--- config.mk ---
export PLATFORM = sky130hd
export DESIGN_NAME = pmcd_rst_seq
export DESIGN_NICKNAME = d
export VERILOG_FILES = /design/src/rtl/pmcd_rst_seq_pkg.sv /design/src/rtl/pmcd_seq_timer.sv /design/src/rtl/pmcd_rst_seq.sv
export SDC_FILE = /design/constraint.sdc
export NUM_CORES = 1
export LEC_CHECK = 0
export ABC_AREA = 1
export ABC_CLOCK_PERIOD_IN_PS = 2500
export BUFFER_PORTS_ARGS = -buffer_cell sky130_fd_sc_hd__buf_2
export CAP_MARGIN = 0
export CELL_PAD_IN_SITES_DETAIL_PLACEMENT = 2
export CELL_PAD_IN_SITES_GLOBAL_PLACEMENT = 2
export CORE_ASPECT_RATIO = 0.6
export CORE_MARGIN = 4
export CORE_UTILIZATION = 37
export CTS_BUF_LIST = sky130_fd_sc_hd__clkbuf_4
export CTS_CLUSTER_DIAMETER = 40
export DETAILED_ROUTE_END_ITERATION = 8
export GPL_TIMING_DRIVEN = 0
export PLACE_DENSITY = 0.83
export SYNTH_ARGS = -nofsm -noshare
export SYNTH_HDL_FRONTEND = slang
export SYNTH_SLANG_ARGS = --single-unit
--- constraint.sdc ---
create_clock -name clk -period 2.5 [get_ports clk]
set_input_delay 0.5 -clock clk [delete_from_list [all_inputs] [get_ports clk]]
set_output_delay 0.5 -clock clk [all_outputs]
set_load 0.05 [all_outputs]
--- src/rtl/pmcd_rst_seq_pkg.sv ---
// Shared types and constants for the PMCD reset/release sequencer.
// State encoding is fixed because it is exported on the state port.
package pmcd_rst_seq_pkg;

    typedef enum logic [2:0] {
        IDLE      = 3'd0,
        WAIT_LOCK = 3'd1,
        HOLD_RST  = 3'd2,
        WAIT_REL  = 3'd3,
        RUN       = 3'd4,
        FAULT     = 3'd5
    } state_t;

    // Number of bits needed to hold values 0..v-1.
    function automatic int clog2(input longint unsigned v);
        int r;
        longint unsigned x;
        r = 0;
        x = 1;
        while (x < v) begin
            x = x << 1;
            r++;
        end
        return r;
    endfunction

    // Widths sized for the largest legal parameter values.
    localparam int FILT_W    = clog2(256);
    localparam int HOLD_W    = clog2(65536);
    localparam int REL_W     = clog2(65536);
    localparam int TIMEOUT_W = clog2(64'd1 << 20);
    localparam int TMR_W_A   = (HOLD_W > REL_W) ? HOLD_W : REL_W;
    localparam int TMR_W     = (TIMEOUT_W > TMR_W_A) ? TIMEOUT_W : TMR_W_A;

    localparam logic [7:0] LOSS_CNT_MAX = 8'd255;

    function automatic logic [7:0] sat_inc(input logic [7:0] v);
        return (v == LOSS_CNT_MAX) ? v : v + 8'd1;
    endfunction

endpackage

--- src/rtl/pmcd_seq_timer.sv ---
// Loadable down-counter; done is high while the count sits at 1, i.e. on
// the last cycle of a loaded interval, so the caller transitions that edge.
module pmcd_seq_timer
    import pmcd_rst_seq_pkg::*;
#(
    parameter int W = TMR_W
) (
    input  logic         clk,
    input  logic         rst_n,
    input  logic         load,
    input  logic [W-1:0] load_val,
    input  logic         en,
    output logic         done
);

    logic [W-1:0] cnt;

    // NOTE: sequential state uses non-blocking assignments so every register
    // samples the pre-edge values regardless of block ordering.
    always_ff @(posedge clk) begin
        if (!rst_n) begin
            cnt <= '0;
        end else if (load) begin
            cnt <= load_val;
        end else if (en && cnt != '0) begin
            cnt <= cnt - 1'b1;
        end
    end

    assign done = (cnt == W'(1));

endmodule

--- src/rtl/pmcd_rst_seq.sv ---
// PMCD reset/release sequencer: waits for filtered DCM lock, holds RST,
// pulses REL, then watches for lock loss.
// Build option: PMCD_RST_SEQ_AUTO_RESTART_EN re-sequences on lock loss in RUN
// instead of faulting.
module pmcd_rst_seq
    import pmcd_rst_seq_pkg::*;
#(
    parameter int LOCK_FILTER     = 4,
    parameter int RST_HOLD_CYCLES = 16,
    parameter int REL_DELAY       = 8,
    parameter int EN_REL          = 1,
    parameter int TIMEOUT_CYCLES  = 1024
) (
    input  logic       clk,
    input  logic       rst_n,
    input  logic       start,
    input  logic       locked,
    output logic       pmcd_rst,
    output logic       pmcd_rel,
    output logic       ready,
    output logic       err,
    output logic [2:0] state,
    output logic [7:0] loss_cnt
);

`ifdef PMCD_RST_SEQ_AUTO_RESTART_EN
    localparam bit AUTO_RESTART = 1'b1;
`else
    localparam bit AUTO_RESTART = 1'b0;
`endif

    localparam logic [FILT_W-1:0] FILT_LAST = FILT_W'(LOCK_FILTER - 1);
    localparam logic [TMR_W-1:0]  TO_VAL    = TMR_W'(TIMEOUT_CYCLES);
    localparam logic [TMR_W-1:0]  HOLD_VAL  = TMR_W'(RST_HOLD_CYCLES);
    localparam logic [TMR_W-1:0]  REL_VAL   = TMR_W'(REL_DELAY);

    state_t            cur_state;
    logic [FILT_W-1:0] filt_cnt;
    logic              tmr_done;
    logic              tmr_load;
    logic              tmr_en;
    logic [TMR_W-1:0]  tmr_val;
    logic              go_wait_lock;
    logic              lock_done;
    logic              go_rel;

    assign state = cur_state;

    // Timer reloads on the same edge the FSM enters a timed state.
    always_comb begin
        go_wait_lock = 1'b0;
        lock_done    = 1'b0;
        go_rel       = 1'b0;
        if ((cur_state == IDLE || cur_state == FAULT) && start)
            go_wait_lock = 1'b1;
        if ((cur_state == HOLD_RST || cur_state == WAIT_REL) && !locked)
            go_wait_lock = 1'b1;
        if (cur_state == RUN && !locked && AUTO_RESTART)
            go_wait_lock = 1'b1;
        if (cur_state == WAIT_LOCK && locked && filt_cnt == FILT_LAST)
            lock_done = 1'b1;
        if (cur_state == HOLD_RST && locked && tmr_done && EN_REL != 0)
            go_rel = 1'b1;
        tmr_load = go_wait_lock | lock_done | go_rel;
        tmr_val  = go_wait_lock ? TO_VAL : (lock_done ? HOLD_VAL : REL_VAL);
        tmr_en   = (cur_state == WAIT_LOCK) || (cur_state == HOLD_RST) ||
                   (cur_state == WAIT_REL);
    end

    pmcd_seq_timer #(.W(TMR_W)) u_timer (
        .clk      (clk),
        .rst_n    (rst_n),
        .load     (tmr_load),
        .load_val (tmr_val),
        .en       (tmr_en),
        .done     (tmr_done)
    );

    always_ff @(posedge clk) begin
        if (!rst_n) begin
            cur_state <= IDLE;
            pmcd_rst  <= 1'b1;
            pmcd_rel  <= 1'b0;
            ready     <= 1'b0;
            err       <= 1'b0;
            loss_cnt  <= '0;
            filt_cnt  <= '0;
        end else begin
            pmcd_rel <= 1'b0;
            unique case (cur_state)
                IDLE: begin
                    if (start) begin
                        cur_state <= WAIT_LOCK;
                        filt_cnt  <= '0;
                    end
                end
                WAIT_LOCK: begin
                    // Lock completion outranks a coincident timeout.
                    if (lock_done) begin
                        cur_state <= HOLD_RST;
                        filt_cnt  <= '0;
                    end else if (tmr_done) begin
                        cur_state <= FAULT;
                        err       <= 1'b1;
                        filt_cnt  <= '0;
                    end else if (locked) begin
                        filt_cnt <= filt_cnt + 1'b1;
                    end else begin
                        filt_cnt <= '0;
                    end
                end
                HOLD_RST: begin
                    if (!locked) begin
                        cur_state <= WAIT_LOCK;
                        loss_cnt  <= sat_inc(loss_cnt);
                    end else if (tmr_done) begin
                        pmcd_rst <= 1'b0;
                        if (EN_REL != 0) begin
                            cur_state <= WAIT_REL;
                        end else begin
                            cur_state <= RUN;
                            ready     <= 1'b1;
                        end
                    end
                end
                WAIT_REL: begin
                    if (!locked) begin
                        cur_state <= WAIT_LOCK;
                        pmcd_rst  <= 1'b1;
                        loss_cnt  <= sat_inc(loss_cnt);
                    end else if (tmr_done) begin
                        cur_state <= RUN;
                        pmcd_rel  <= 1'b1;
                        ready     <= 1'b1;
                    end
                end
                RUN: begin
                    if (!locked) begin
                        pmcd_rst <= 1'b1;
                        ready    <= 1'b0;
                        loss_cnt <= sat_inc(loss_cnt);
                        if (AUTO_RESTART) begin
                            cur_state <= WAIT_LOCK;
                        end else begin
                            cur_state <= FAULT;
                            err       <= 1'b1;
                        end
                    end
                end
                FAULT: begin
                    if (start) begin
                        cur_state <= WAIT_LOCK;
                        err       <= 1'b0;
                        filt_cnt  <= '0;
                    end
                end
                default: cur_state <= IDLE;
            endcase
        end
    end

endmodule
# Word level (Yosys, flattened, before mapping)
# Index checks and enable logic that the tools add are counted.
# word_totals
n_memories,0
input_bits,4
latch_bits,0
register_bits,43
out_inout_bits,15
rom_bits,0
ram_bits,0
# classes
shift,0
n_addsub,3
order_cmp,0
n_eq_ne,21
reduce_logical,29
muxes,34
mul,0
bitwise_logic,4
div_mod_pow,0
# ops
op,count
2-to-1 mux 20 bit,2
2-to-1 mux 8 bit,4
2-to-1 mux 3 bit,8
"equality test 20 x 1 -> 1 bit, second input constant",1
nonzero test 20 bit,1
"subtractor 20 x 1 -> 20 bit, second input constant",1
"!= test 2 bit, second input constant",9
"adder 8 x 1 -> 8 bit, second input constant",2
case mux 8 bit (2 select lines),1
case mux 3 bit (5 select lines),1
2-to-1 mux 1 bit,13
2-to-1 mux 11 bit,1
AND reduction 5 bit,2
"!= test 3 bit, second input constant",3
"equality test 8 x 2 -> 1 bit, second input constant",1
"equality test 8 bit, second input constant",1
AND reduction 4 bit,2
nonzero test 2 bit,4
logical AND 1 bit,7
"equality test 3 x 2 -> 1 bit, second input constant",2
"equality test 3 bit, second input constant",2
AND reduction 3 bit,2
2-to-1 mux 5 bit,1
logical OR 1 bit,4
12 further kinds,16

# Logic depth before layout (Yosys ltp)
# depth
word_depth,8
depth_mapped,13
ltp_nobuf,11

# Modules after synthesis
# Synthesis repeated with hierarchy kept, for this count alone.
# unflattened
hier_cells,486
hier_area_um2,2951.6
# by_module_without_submodules
mod,cells_per_inst,seq_area_each_um2,n_inst,area_per_inst_um2
pmcd_seq_timer,275,400.4,1,1529.0
pmcd_rst_seq,211,460.4,1,1422.6

# Worst setup path before layout
# Ideal clock, no wire load.
# synth_timing
path_type,reg-to-reg
from,"register cur_state[0], in the netlist state[0]"
to,register u_timer.cnt[6]
stages_incl_launch_ff,12
n_path_buf,2
t_required_ps,2385
arrival_time_ps,1754
setup_slack_ps,631
synth_period_minus_slack_ps,1869
path_cell_list,dfxtp_1 buf_4 nand2_1 nor2_2 nand2_1 nor2_4 nor2_8 nand3_4 buf_6 nand3_1 nand2_1 nor2_1
# synth_between
elab_chain_len,8
word_cells_on_any_way,24
# synth_rtl
item,line_no,text
from (decl),pmcd_rst_seq.sv:37,state_t cur_state;
from (signal assigned),pmcd_rst_seq.sv:81,cur_state <= IDLE;
from (signal assigned),pmcd_rst_seq.sv:93,cur_state <= WAIT_LOCK;
from (signal assigned),pmcd_rst_seq.sv:100,cur_state <= HOLD_RST;
equality test 3 bit / logical NOT 3 bit (equally long branches),pmcd_rst_seq.sv:54,if ((cur_state == IDLE || cur_state == FAULT) && start)
logical OR 1 bit,pmcd_rst_seq.sv:54,
logical AND 1 bit,pmcd_rst_seq.sv:54,
2-to-1 mux 1 bit,pmcd_rst_seq.sv:54,
2-to-1 mux 1 bit,pmcd_rst_seq.sv:56,if ((cur_state == HOLD_RST || cur_state == WAIT_REL) && !locked)
OR 1 bit (2 in series),pmcd_rst_seq.sv:64,tmr_load = go_wait_lock | lock_done | go_rel;
2-to-1 mux 20 bit / nonzero test 2 bit (equally long branches),--,
to (signal assigned),pmcd_seq_timer.sv:24,cnt <= load_val;
to (signal assigned),pmcd_seq_timer.sv:26,cnt <= cnt - 1'b1;
to (decl),pmcd_seq_timer.sv:16,logic [W-1:0] cnt;
# Several ways; a longest one is shown, not always the timed one.
# A chain may end at the register's enable or synchronous reset.

# Worst setup path after layout
# layout_timing
from,register u_timer.cnt[0]
to,register u_timer.cnt[19]
# layout_between
elab_chain_len,5
word_cells_on_any_way,10
# layout_rtl
item
branches (longest 5 deep; another with subtractor 20 x 1 -> 20 bit)
# Parallel ways; which one is timed is not known. The select of a mux whose other input is x is not followed.

==> reports/qor.txt <==
area grow syn2layout - 8.98%
Die W - 118 µm
GP Congestion - 0.843
RSZ-0062 raised after global routing - no
worst hold slack - 431 ps
post-layout net count - 440
status - complete, no violations
sequential power share - 22.4%
Ports - 19
Synth Instances - 408
post-layout worst setup margin - 538 ps
post-route insts no fill - 519
Fin Setup TNS - 0 ps
remaining routing DRC violations - 0
hold crit path type - primary input to register
setup skew after layout - 15.5 ps
final setup fails - 0
number of flops mapped to enable cells by yosys - 0
max_slew headroom - 61.7%
Pint - 1.95 mW
clock sinks - 43
Rows - 23
Final Cell Area - 2920 µm²
Cell variety after synth - 34
total global-route track usage - 21.3%
max frequency - 0.510 GHz
WL final - 8.58 mm
Post-Synth Simple-Gate Area - 46.4%
sequential share of the synthesized area - 32.2%
cell area after synthesis - 2680 µm²
drt first pass iters - 4
CTS resizes - 0
Sw Ratio - 58.2%
Die Y - 73.9 µm
dominant synthesized flop cell - dfxtp_1
min Tclk post-route - 1960 ps
dpl hpwl - 6.85 mm
first-pass GRT wire length - 14.7 mm
Worst-Margin Slew - 574 ps
post-synthesis register bit count - 43
initial antenna violation count - 0
post-synthesis net count - 416
Clk pwr share - 7.6%
Comb pwr share - 70.1%
Crit Path Max Fanout - 10
clk slew on worst S/H paths - 140 ps
Final Hold Viols - 0
Synth area leader - dfxtp_1
worst skew pair latency - 380 ps
met2 Use GR - 32.7%
Filler Cells Inserted - 897
cts bufs inserted - 5
CTS tree - built
htree depth - 2
Routed wire per std cell - 16.5 µm
Commonest cells post-synth - nand2_1, nor2_1, inv_1
total die area - 8700 µm²
Antenna diodes - 0
post-synthesis xor/xnor area fraction - 2.29%
Final Max Tran Viols - 0
dpl cell area - 2870 µm²
startpoint types - register
worst-case clock buffer depth - 2
Tcrit/Tclk final - 78.5%
dpl ws - 551 ps
setup bufs post-CTS - 0
M3 GR Usage - 4.15%
Async S/R FF share, synth - 0%
ranking of synthesized cells by area - dfxtp_1, nand2_1, nor2_1
GRT Residual Overflow - 0
IO Port Bufs - 17
crit path kind - register to register
vias in the first global route - 2856
Max Cap Violations - 0
root cell of the clock tree - clkbuf_4
most numerous cell in the Yosys netlist - nand2_1
Synth Area in Compound Gates - 7.95%
Post-CTS Hold Fix Bufs - 0
vias - 2724
main combinational cell family by area after synthesis - simple AND/OR/NAND/NOR gates
Warnings, synthesis - 0
sw power - 2.72 mW
met1 GRT Util - 31.2%
starting density of the core - 39.1%
syn avg cell area - 6.56 µm²
share of the synthesized area in the top cell type - 32.2%
placed cell count - 512
Adder-Cell Fraction of Synth Area - 1.87%
proportion of synthesized area in mux cells - 0%
worst endpoint data arrival time - 2250 ps
DR vias/cell - 5.25
Worst setup EP type - register
drt first-iter violations - 123
PD cells - 1600 nW/µm²
Peak supply drop - 0.510 mV
grt peak-use layer - met2
required time worst endpoint - 2780 ps
Leak - 1.36 nW
share of cells above drive strength 1 - 14.4%
pin count of the biggest net entering global routing - 13
core area - 6850 µm²
DRT antenna net count - 0
-- cell families after synthesis --
group                    Yosys count
AND/OR/NAND/NOR                  257
flip-flops                        43
XOR/XNOR                           7
buffers and inverters             57
adder cells (fa/ha/maj)            4
AO/OA/AOI/OAI                     40
-- power by group through the flow --
stage / Clock, mW / Combinational, mW / Sequential [mW]
6_report: 0.353 / 3.27 / 1.05
5_1_grt: 0.407 / 3.69 / 1.08
4_1_cts: 0.361 / 3.29 / 1.05
3_5_place_dp: 0 / 3.27 / 1.06
3_3_place_gp: 0 / 3.09 / 1.04
2_1_floorplan: 0 / 2.31 / 1.16
-- final cells by class --
| type | count | area, µm² | area share [%] |
|---|---|---|---|
| clock inverter | 2 | 8.76 | 0.300 |
| timing repair buffer | 17 | 85.1 | 2.92 |
| tap | 87 | 109 | 3.73 |
| inverter | 47 | 176 | 6.05 |
| sequential | 43 | 861 | 29.5 |
| clock buffer | 5 | 37.5 | 1.29 |
| multi-input combinational | 308 | 1570 | 53.7 |
| buffer | 10 | 71.3 | 2.45 |
-- flip-flops by register name, summed over array words and instances, names as in the netlist --
| name | flops |
|---|---|
| u_timer.cnt | 20 |
| filt_cnt | 8 |
| loss_cnt | 8 |
| state | 3 |
| err | 1 |
| pmcd_rel | 1 |
| pmcd_rst | 1 |
| ready | 1 |
-- per-stage QoR --
step	power (mW)	utilization, %
3_3_place_gp	4.13	41.9
3_5_place_dp	4.33	41.9
4_1_cts	4.70	42.6
2_1_floorplan	3.47	-
5_1_grt	5.17	42.6
6_report	4.67	42.6
-- per-layer routing --
| layer | vias up | routed length [µm] |
|---|---|---|
| li1 | 1358 | - |
| met1 | 1322 | 4640 |
| met2 | 35 | 3520 |
| met3 | 9 | 336 |
| met4 | 0 | 83 |
| met5 | - | 0 |
-- path summary, 6_finish.rpt --
| check | from | endpoint | slack [ps] | depth (start not counted) |
|---|---|---|---|---|
| setup / recovery | u_timer.cnt[0] | u_timer.cnt[19] | 540 | 12 |
| hold / removal | rst_n | loss_cnt[2] | 430 | 3 |
| hold reg to reg | err | err | 500 | 2 |
| setup reg to reg | u_timer.cnt[0] | u_timer.cnt[19] | 540 | 12 |
-- worst max-delay path, cell delays in order, from the launching register on --
cell     delay, ps
dfxtp_1        350
inv_1          100
ha_1           140
buf_2          230
nand2_2        110
nor2_2         140
nand3_2         90
nand2_2         90
buf_6          160
nand3_4         90
buf_6          160
a21oi_1        130
nor2_1          60
-- placed cells by master, fill, tap and decap left out, types with 9 or more instances in the layout --
master   instances
a21oi_1         21
buf_2           19
dfxtp_1         43
inv_1           45
nand2_1         94
nand3_1         32
nand4_1         12
nor2_1          75
nor3_1           9
o21ai_0         10
Power figures use the tool's default switching activity.
